--- config.mk ---
export PLATFORM = sky130hd
export DESIGN_NAME = fp_add_sched
export DESIGN_NICKNAME = d
export VERILOG_FILES = /design/src/rtl/fp_add_pkg.sv /design/src/rtl/fp_sched_arb.sv /design/src/rtl/fp_add_sched.sv
export SDC_FILE = /design/constraint.sdc
export NUM_CORES = 1
export LEC_CHECK = 0
export ABC_AREA = 1
export BUFFER_PORTS_ARGS = -buffer_cell sky130_fd_sc_hd__buf_2
export CAP_MARGIN = 20
export CORE_ASPECT_RATIO = 0.7
export CORE_UTILIZATION = 35
export DETAILED_ROUTE_END_ITERATION = 8
export GPL_TIMING_DRIVEN = 0
export PLACE_DENSITY = 0.77
export SYNTH_ARGS = -nofsm -noshare
export SYNTH_HDL_FRONTEND = slang
export SYNTH_SLANG_ARGS = --single-unit
--- constraint.sdc ---
create_clock -name clk -period 0.9 [get_ports clk]
set_input_delay 0.18 -clock clk [delete_from_list [all_inputs] [get_ports clk]]
set_output_delay 0.18 -clock clk [all_outputs]
set_load 0.01 [all_outputs]
--- src/rtl/fp_add_pkg.sv ---
// Shared types and constants for the fp16 adder scheduler.
package fp_add_pkg;

    localparam int FP16_W      = 16;
    localparam int ADD_LAT_DEF = 2;

    typedef logic [FP16_W-1:0] fp16_t;

    // Tag width for n requesters; never narrower than one bit.
    function automatic int tag_w(input int n);
        if (n <= 32'sd2) begin
            return 32'sd1;
        end else begin
            return $clog2(n);
        end
    endfunction

endpackage

--- src/rtl/fp_sched_arb.sv ---
// Eligible-mask to one-hot grant. With FP_ADD_SCHED_RR_EN defined the search
// rotates from a pointer register; otherwise lowest index wins.
module fp_sched_arb
    import fp_add_pkg::*;
#(
    parameter int NUM_REQ = 4,
    parameter int TAG_W   = tag_w(NUM_REQ)
)(
    input  logic               clk,
    input  logic               nrst,
    input  logic [NUM_REQ-1:0] elig,
    output logic [NUM_REQ-1:0] grant,
    output logic [TAG_W-1:0]   grant_idx,
    output logic               grant_vld
);

    assign grant_vld = |elig;

`ifdef FP_ADD_SCHED_RR_EN
    logic [TAG_W-1:0] ptr_r;

    // Rotating search; scanning high-to-low leaves the closest hit to the pointer
    always_comb begin
        grant_idx = '0;
        for (int k = NUM_REQ - 32'sd1; k >= 32'sd0; k--) begin
            int j;
            j = (int'(ptr_r) + k) % NUM_REQ;
            if (elig[TAG_W'(j)]) begin
                grant_idx = TAG_W'(j);
            end else begin
                grant_idx = grant_idx;
            end
        end
    end

    // Pointer moves past the winner only when a grant is taken
    always_ff @(posedge clk or negedge nrst) begin
        if (!nrst) begin
            ptr_r <= '0;
        end else if (grant_vld) begin
            ptr_r <= TAG_W'((int'(grant_idx) + 32'sd1) % NUM_REQ);
        end else begin
            ptr_r <= ptr_r;
        end
    end
`else
    logic unused_s;
    assign unused_s = clk & nrst;

    // Fixed priority; scanning high-to-low leaves the lowest eligible index
    always_comb begin
        grant_idx = '0;
        for (int k = NUM_REQ - 32'sd1; k >= 32'sd0; k--) begin
            if (elig[TAG_W'(k)]) begin
                grant_idx = TAG_W'(k);
            end else begin
                grant_idx = grant_idx;
            end
        end
    end
`endif

    // One-hot expansion of the winning index
    always_comb begin
        grant = '0;
        if (grant_vld) begin
            grant[grant_idx] = 1'b1;
        end else begin
            grant = '0;
        end
    end

endmodule

--- src/rtl/fp_add_sched.sv ---
// Shares one pipelined fp16 adder among NUM_REQ requesters and routes each sum
// back by tag. Build option: FP_ADD_SCHED_RR_EN selects round-robin arbitration.
module fp_add_sched
    import fp_add_pkg::*;
#(
    parameter int NUM_REQ = 4,
    parameter int ADD_LAT = ADD_LAT_DEF
)(
    input  logic                      clk,
    input  logic                      nrst,
    input  logic [NUM_REQ-1:0]        req_valid,
    output logic [NUM_REQ-1:0]        req_ready,
    input  logic [NUM_REQ*FP16_W-1:0] req_a,
    input  logic [NUM_REQ*FP16_W-1:0] req_b,
    output logic [NUM_REQ-1:0]        resp_valid,
    output logic [FP16_W-1:0]         resp_data,
    output logic                      add_en,
    output logic [FP16_W-1:0]         add_a,
    output logic [FP16_W-1:0]         add_b,
    input  logic [FP16_W-1:0]         add_out
);

    localparam int TAG_W = tag_w(NUM_REQ);

    logic [NUM_REQ-1:0] busy_r;
    logic [NUM_REQ-1:0] elig_s;
    logic [NUM_REQ-1:0] grant_s;
    logic [TAG_W-1:0]   grant_idx_s;
    logic               grant_vld_s;
    fp16_t              a_arr_s [NUM_REQ];
    fp16_t              b_arr_s [NUM_REQ];
    logic [ADD_LAT:0]   tag_vld_r;
    logic [TAG_W-1:0]   tag_r [ADD_LAT+1];
    logic               rel_vld_s;
    logic [TAG_W-1:0]   rel_tag_s;
    logic [NUM_REQ-1:0] rel_mask_s;

    for (genvar g = 0; g < NUM_REQ; g++) begin : g_unpack
        assign a_arr_s[g] = req_a[g*FP16_W +: FP16_W];
        assign b_arr_s[g] = req_b[g*FP16_W +: FP16_W];
    end

    assign elig_s = req_valid & ~busy_r;

    fp_sched_arb #(
        .NUM_REQ (NUM_REQ),
        .TAG_W   (TAG_W)
    ) u_arb (
        .clk       (clk),
        .nrst      (nrst),
        .elig      (elig_s),
        .grant     (grant_s),
        .grant_idx (grant_idx_s),
        .grant_vld (grant_vld_s)
    );

    // Grant is a handshake, so it must vanish the instant reset asserts
    assign req_ready = grant_s & {NUM_REQ{nrst}};

    assign rel_vld_s = tag_vld_r[ADD_LAT];
    assign rel_tag_s = tag_r[ADD_LAT];

    // Requester whose result is leaving the adder this cycle
    always_comb begin
        rel_mask_s = '0;
        if (rel_vld_s) begin
            rel_mask_s[rel_tag_s] = 1'b1;
        end else begin
            rel_mask_s = '0;
        end
    end

    // Busy tracking: set on grant, cleared as the response is registered
    always_ff @(posedge clk or negedge nrst) begin
        if (!nrst) begin
            busy_r <= '0;
        end else begin
            busy_r <= (busy_r & ~rel_mask_s) | grant_s;
        end
    end

    // Tag pipeline: one slot per cycle, bubbles carry a cleared valid bit
    always_ff @(posedge clk or negedge nrst) begin
        if (!nrst) begin
            tag_vld_r <= '0;
            for (int k = 0; k <= ADD_LAT; k++) begin
                tag_r[k] <= '0;
            end
        end else begin
            tag_vld_r <= {tag_vld_r[ADD_LAT-1:0], grant_vld_s};
            tag_r[0]  <= grant_idx_s;
            for (int k = 1; k <= ADD_LAT; k++) begin
                tag_r[k] <= tag_r[k-1];
            end
        end
    end

    // Adder drive: operands are zeroed in idle cycles
    always_ff @(posedge clk or negedge nrst) begin
        if (!nrst) begin
            add_en <= 1'b0;
            add_a  <= '0;
            add_b  <= '0;
        end else if (grant_vld_s) begin
            add_en <= 1'b1;
            add_a  <= a_arr_s[grant_idx_s];
            add_b  <= b_arr_s[grant_idx_s];
        end else begin
            add_en <= 1'b0;
            add_a  <= '0;
            add_b  <= '0;
        end
    end

    // Response: one-cycle pulse to the tagged requester with the adder result
    always_ff @(posedge clk or negedge nrst) begin
        if (!nrst) begin
            resp_valid <= '0;
            resp_data  <= '0;
        end else if (rel_vld_s) begin
            resp_valid <= rel_mask_s;
            resp_data  <= add_out;
        end else begin
            resp_valid <= '0;
            resp_data  <= '0;
        end
    end

endmodule

### Yosys cells after proc, flatten, opt, wreduce, memory -nomap -nowiden

Cells that the tools add are included.

* output and inout bits: 57
* bits of input ports: 150
* logic and storage cells: 44
* flip-flop bits (word level): 66

* bitwise operators: 7
* muxes and demuxes: 19
* reduce and logical (&&, ||, !) cells: 3
* $lt $le $gt $ge: 5

Operators with widths (number)
* $mux W16: 7
* $bmux W16 S2: 2
* $and A4 B4 Y4: 3
* $mux W4: 3
* $not A4 Y4: 2
* $lt A2 B3 Y1 const B: 2
* $demux W1 S2: 2
* $ge A2 B1 Y1 const B: 2
* $mux W2: 2
* $or A4 B4 Y4: 1
* $reduce_or A4 Y1: 1
* $ge A3 B3 Y1 const B: 1
* $mux W1: 3
* $not A2 Y3: 1
* $logic_and A1 B1 Y1: 2

### Depth between registers and ports, before layout

* depth in word-level cells: 10
* mapped depth: 7
* depth with buffers taken out: 6

### Hierarchy

Synthesis repeated with hierarchy kept, for this count alone.

* cells, all modules: 518
* area, all modules: 3827.4 sq um

By module, submodules not included
* fp_add_sched: sequential area each 1626.6 sq um, times used 1, cells each 508, area each 3773.6 sq um
* fp_sched_arb: sequential area each 0.0 sq um, times used 1, cells each 10, area each 53.8 sq um

### Least setup slack after synthesis

No wires, ideal clock.

* kind: flip-flop to output port
* start point: register busy_r[0]
* end point: output port req_ready[0]
* path buffers: 1
* data required time: 0.720 ns
* stages on the path, launching flop included: 5
* path slack: -0.127 ns
* arrival time: 0.847 ns
* path through: dfrtp_1 -> inv_4 -> nand2_8 -> buf_6 -> nor2_1

* cells in the longest elaborated chain, start to end: 9
* elaborated cells between the ends (all ways): 11
* classes of those cells: order compare: 2; mux: 4; bitwise: 3; reduce/logical: 2

Ends and longest elaborated chain
* start: declaration: line fp_add_sched.sv:25 `logic [NUM_REQ-1:0] busy_r;`
* start signal: assignment: line fp_add_sched.sv:78 `busy_r <= (busy_r & ~rel_mask_s) | grant_s;`
* $not A4 Y4 (*): line fp_add_sched.sv:43 `assign elig_s = req_valid & ~busy_r;`
* $and A4 B4 Y4 (*): line fp_add_sched.sv:43
* $mux W2 (*): line fp_sched_arb.sv:54 `if (elig[TAG_W'(k)]) begin`
* net grant_idx_s[0]: line fp_add_sched.sv:28 `logic [TAG_W-1:0] grant_idx_s;`
* $lt A2 B3 Y1 (implied by the code) / $ge A2 B1 Y1 (equally long branches): line fp_sched_arb.sv:67 `grant[grant_idx] = 1'b1;`
* $logic_and A1 B1 Y1 (implied by the code): line fp_sched_arb.sv:67
* $mux W1 (implied by the code): line fp_sched_arb.sv:67
* $demux W1 S2 (*)
* $mux W4 (*): line fp_sched_arb.sv:66 `if (grant_vld) begin`
* $and A4 B4 Y4 (*): line fp_add_sched.sv:58 `assign req_ready = grant_s & {NUM_REQ{nrst}};`
* end: declaration: line fp_add_sched.sv:12 `output logic [NUM_REQ-1:0] req_ready,`

The timed path passes the listed nets; every way through them passes the cells marked *.

### Worst setup path after layout

* start point: register busy_r[0]
* end point: output port req_ready[1]

Same word-level chain as after synthesis.

==> impl_summary.md <==
Outcome
The flow ran to the end, but the final reports show violations. The final reports fail on hold timing, setup timing.

Clock network
The clock sink count is 58. The number of buffers inserted during clock tree synthesis is 9. The root buffer cell is sky130_fd_sc_hd__clkbuf_8. The clock reaches the later pin of the worst-skew pair after 0.33 ns. Clock-pin slew was measured on the worst setup and hold paths at approximately 0.07 ns. The number of buffers on the longest clock path is 2. In this run the number of H-tree levels came out at 3.

The TritonCTS clock tree is done.

Cells and area
In the layout the commonest cells are sky130_fd_sc_hd__buf_2, sky130_fd_sc_hd__nand2_1, sky130_fd_sc_hd__dfrtp_1. The number of antenna cells inserted is 0. In the final layout, the share of cells above drive strength 1 is 44.25%.

The final core area utilization is 55.74%. The growth of design area from synthesis to finish is 53.04%. The library cell used most frequently in the layout, excluding fill and tap cells, is sky130_fd_sc_hd__buf_2.

The final instance area is about 0.0038 sq mm. The net count of the finished layout is 597.

GRT
The number of global-route vias before repair is 2160. The total routing resource utilization after global routing is between 15 and 20%. Entering global routing, the biggest net connects 39 pins.

The initial antenna violation count was 0. The overall overflow remaining after global route is 0. The first-pass GRT wire length is 9.522 mm.

STA
The final number of max-transition violations is 0. In the finished design, the share of the clock period the worst path needs comes to 153.8%. For the final database, setup skew stands at 0.006636 ns. The number of hold violations in the final report is 21. The final-report setup violation count is 89. The final critical delay including setup and external delays is 1.384 ns.

The maximum clock rate is just over 700 MHz. Final hold analysis gives a worst-case slack of -0.2751 ns. The final setup slack of the worst path is -0.4839 ns. Setup repair after global routing could not meet its margin everywhere.

The sum of negative setup slack is -15.86 ns.

Route
The post-detailed-routing wire length is 6.147 mm. The average vias per placed instance is about 4.2. The detailed-route DRC error count is 0. The count of nets left with antenna violations once routing finished came out at 0.

Dividing the detail-routed wire length by the instance count gives approximately 11 microns. The first detailed-routing pass took 4 iterations. In this run, the number of DRC markers left after iteration 0 of detailed routing was 33. The count of vias placed by the detailed router is approximately 2300.

Floorplan
The initial core utilization is 36.42%. The floorplan step defined a die boundary enclosing roughly 0.0074 sq mm. During I/O placement, the number of pins put on the boundary was 207.

The number of placement rows is 25. The height of the die is 72.32 microns. The floorplan step defined a core boundary enclosing slightly below 0.007 sq mm. The die outline width is 102.5 microns.

Setup path
Walking the worst path, the cells encountered are inv_4, nand2_8, buf_8, nand2_4, nor2_4, buf_6. The kind of cell adding the most delay to the critical path is flip-flops. The worst stage delay on the critical path is approximately 0.4 ns. The slowest cell on the critical path is sky130_fd_sc_hd__dfrtp_1. The kind of critical path is reg -> out. The critical path launch point type is a register. The critical-path maximum fanout is 3. Counting both buffers and inverters, the worst setup path holds a total of 3. The element type at the critical path end is an output pin. The data required time of the worst path is 0.72 ns. Data arrives at the worst endpoint at 1.20 ns.

Placed design
Once placement finished, the instance area stood at about 0.0033 sq mm. Port buffering added 137 buffers. The last weighted congestion value of the routability-driven placer is 0.7380.

The worst setup slack before clock tree synthesis is -0.6145 ns. The estimated wirelength of the detail-placed design is around 4.5 mm.

Yosys
Ranked by total cell area, the synthesized netlist is headed by sky130_fd_sc_hd__dfrtp_1, sky130_fd_sc_hd__nand2_1, sky130_fd_sc_hd__inv_1. The share of synthesized area occupied by flip-flops and latches is 58.70%. Each instance of the synthesized netlist takes up on average 8.615 sq um. In this run, distinct cell masters in the synthesized netlist total 15. The cell area that synthesis handed to floorplanning was 0.002472 sq mm. The count of state elements after synthesis is 58. The count of synthesis-stage warnings from yosys is 0. The top-area cell type share of the netlist area is ~59%. Synthesis handed over a netlist of 287 instances. Summed over all instances, the cell type with the most area after synthesis is sky130_fd_sc_hd__dfrtp_1.

Power and ir drop
The internal power of the cells totals approximately 4800 uW. Dividing total power by cell area gives a power density of ~1700 mW/mm^2. The peak supply drop is 0.6801 mV.

In this run, the combinational gates consume 13.5% of the power. Sequential cells account for between 40% and 50% of the total power. The leakage power total is around 0.0023 uW. The switching component of the power is about 1600 uW.

Net switching is 25.26% of the power. The share of total power dissipated in the clock network is 42.4%.

Job
Across the run, the number of max-cap violations was 0.

Worst hold path
The class of the tightest hold or removal check is in -> async.
[kinds of logic (layout without fill, tap and decap cells)]
kind of cell           count (synthesis)  after routing  synth area share [%]
DFF                                   58             58                 58.70
buffers and inverters                 72            234                 14.32
and+or+nand+nor                      154            154                 26.42
AOI/OAI and AO/OA                      2              2                0.4049
other                                  1              4                0.1517
[area by class of cell]
class	count	area, sq um
Buffer	18	176.4
Timing Repair Buffer	147	885.9
Clock inverter	7	101.3
Sequential cell	58	1453
Inverter	53	201.4
Multi-Input combinational cell	160	724.4
Fill cell	647	3004
Clock buffer	9	123.9
Tap cell	94	117.6
[state kept, by name, summed over array words and instances (netlist names)]
signal and cells:
busy_r 2, tag_vld_r 3, resp_valid 2, add_b 16, resp_data 16, rel_tag_s 1, add_a 16, tag_r 2
[through the flow]
| step | hold WS, ns | power (uW) | instances |
|---|---|---|---|
| final | -0.2751 | 6359 | 546 |
| after global routing | -0.2695 | 6677 | 546 |
| after CTS | -0.2872 | 6427 | 545 |
| after detailed placement | 0.1840 | 3666 | 522 |
| after global placement | 0.3329 | 3632 | 521 |
| after floorplan | -0.1156 | 3217 | 290 |
[power groups by stage]
stage | Clock [uW] | Sequential [uW] | Combinational [uW]
floorplan | 0 | 2940 | 282
detailed placement | 0 | 2850 | 818
global route | 2890 | 2820 | 966
CTS | 2790 | 2800 | 829
global placement | 0 | 2840 | 790
finish | 2700 | 2810 | 857
[Yosys cell counts]
master	number
sky130_fd_sc_hd__nor2_1	4
sky130_fd_sc_hd__o21ai_0	2
sky130_fd_sc_hd__buf_2	5
sky130_fd_sc_hd__inv_1	50
sky130_fd_sc_hd__buf_4	8
sky130_fd_sc_hd__inv_2	2
sky130_fd_sc_hd__nand3_1	32
sky130_fd_sc_hd__buf_6	6
sky130_fd_sc_hd__inv_4	1
sky130_fd_sc_hd__nand2_8	1
sky130_fd_sc_hd__dfrtp_1	58
sky130_fd_sc_hd__nand2_1	114
sky130_fd_sc_hd__nand3_4	1
sky130_fd_sc_hd__nand2_2	2
sky130_fd_sc_hd__conb_1	1
[timing repair]
action,4_1_cts,5_1_grt
gates cloned,1,1
endpoints found under the hold margin,21,21
buffers inserted,7,2
pin swaps,7,0
endpoints found under the setup margin,99,91
resized for setup,22,13
[per-layer routing]
metal	routed length, microns	global-route usage, %	part of all wire (%)	up-vias
met4	141	7.778	2.3	0
met3	598	7.707	9.7	16
met5	0	0	0	-
met1	2618	19.98	43	1045
met2	2789	28.15	45	108
li1	-	-	-	1148
[final timing paths]
path                              from             to  slack, ns  depth (start not counted)
min in group clk           add_out[14]  resp_data[14]       0.04                          3
hold / removal                    nrst  resp_data[15]      -0.28                          1
setup / recovery             busy_r[0]   req_ready[1]      -0.48                          6
max in group asynchronous         nrst   tag_vld_r[2]       0.68                          2
hold reg to reg               tag_r[4]       tag_r[2]       0.35                          0
setup reg to reg             busy_r[0]      add_b[12]      -0.32                          8
(Power assumes the default switching activity.)
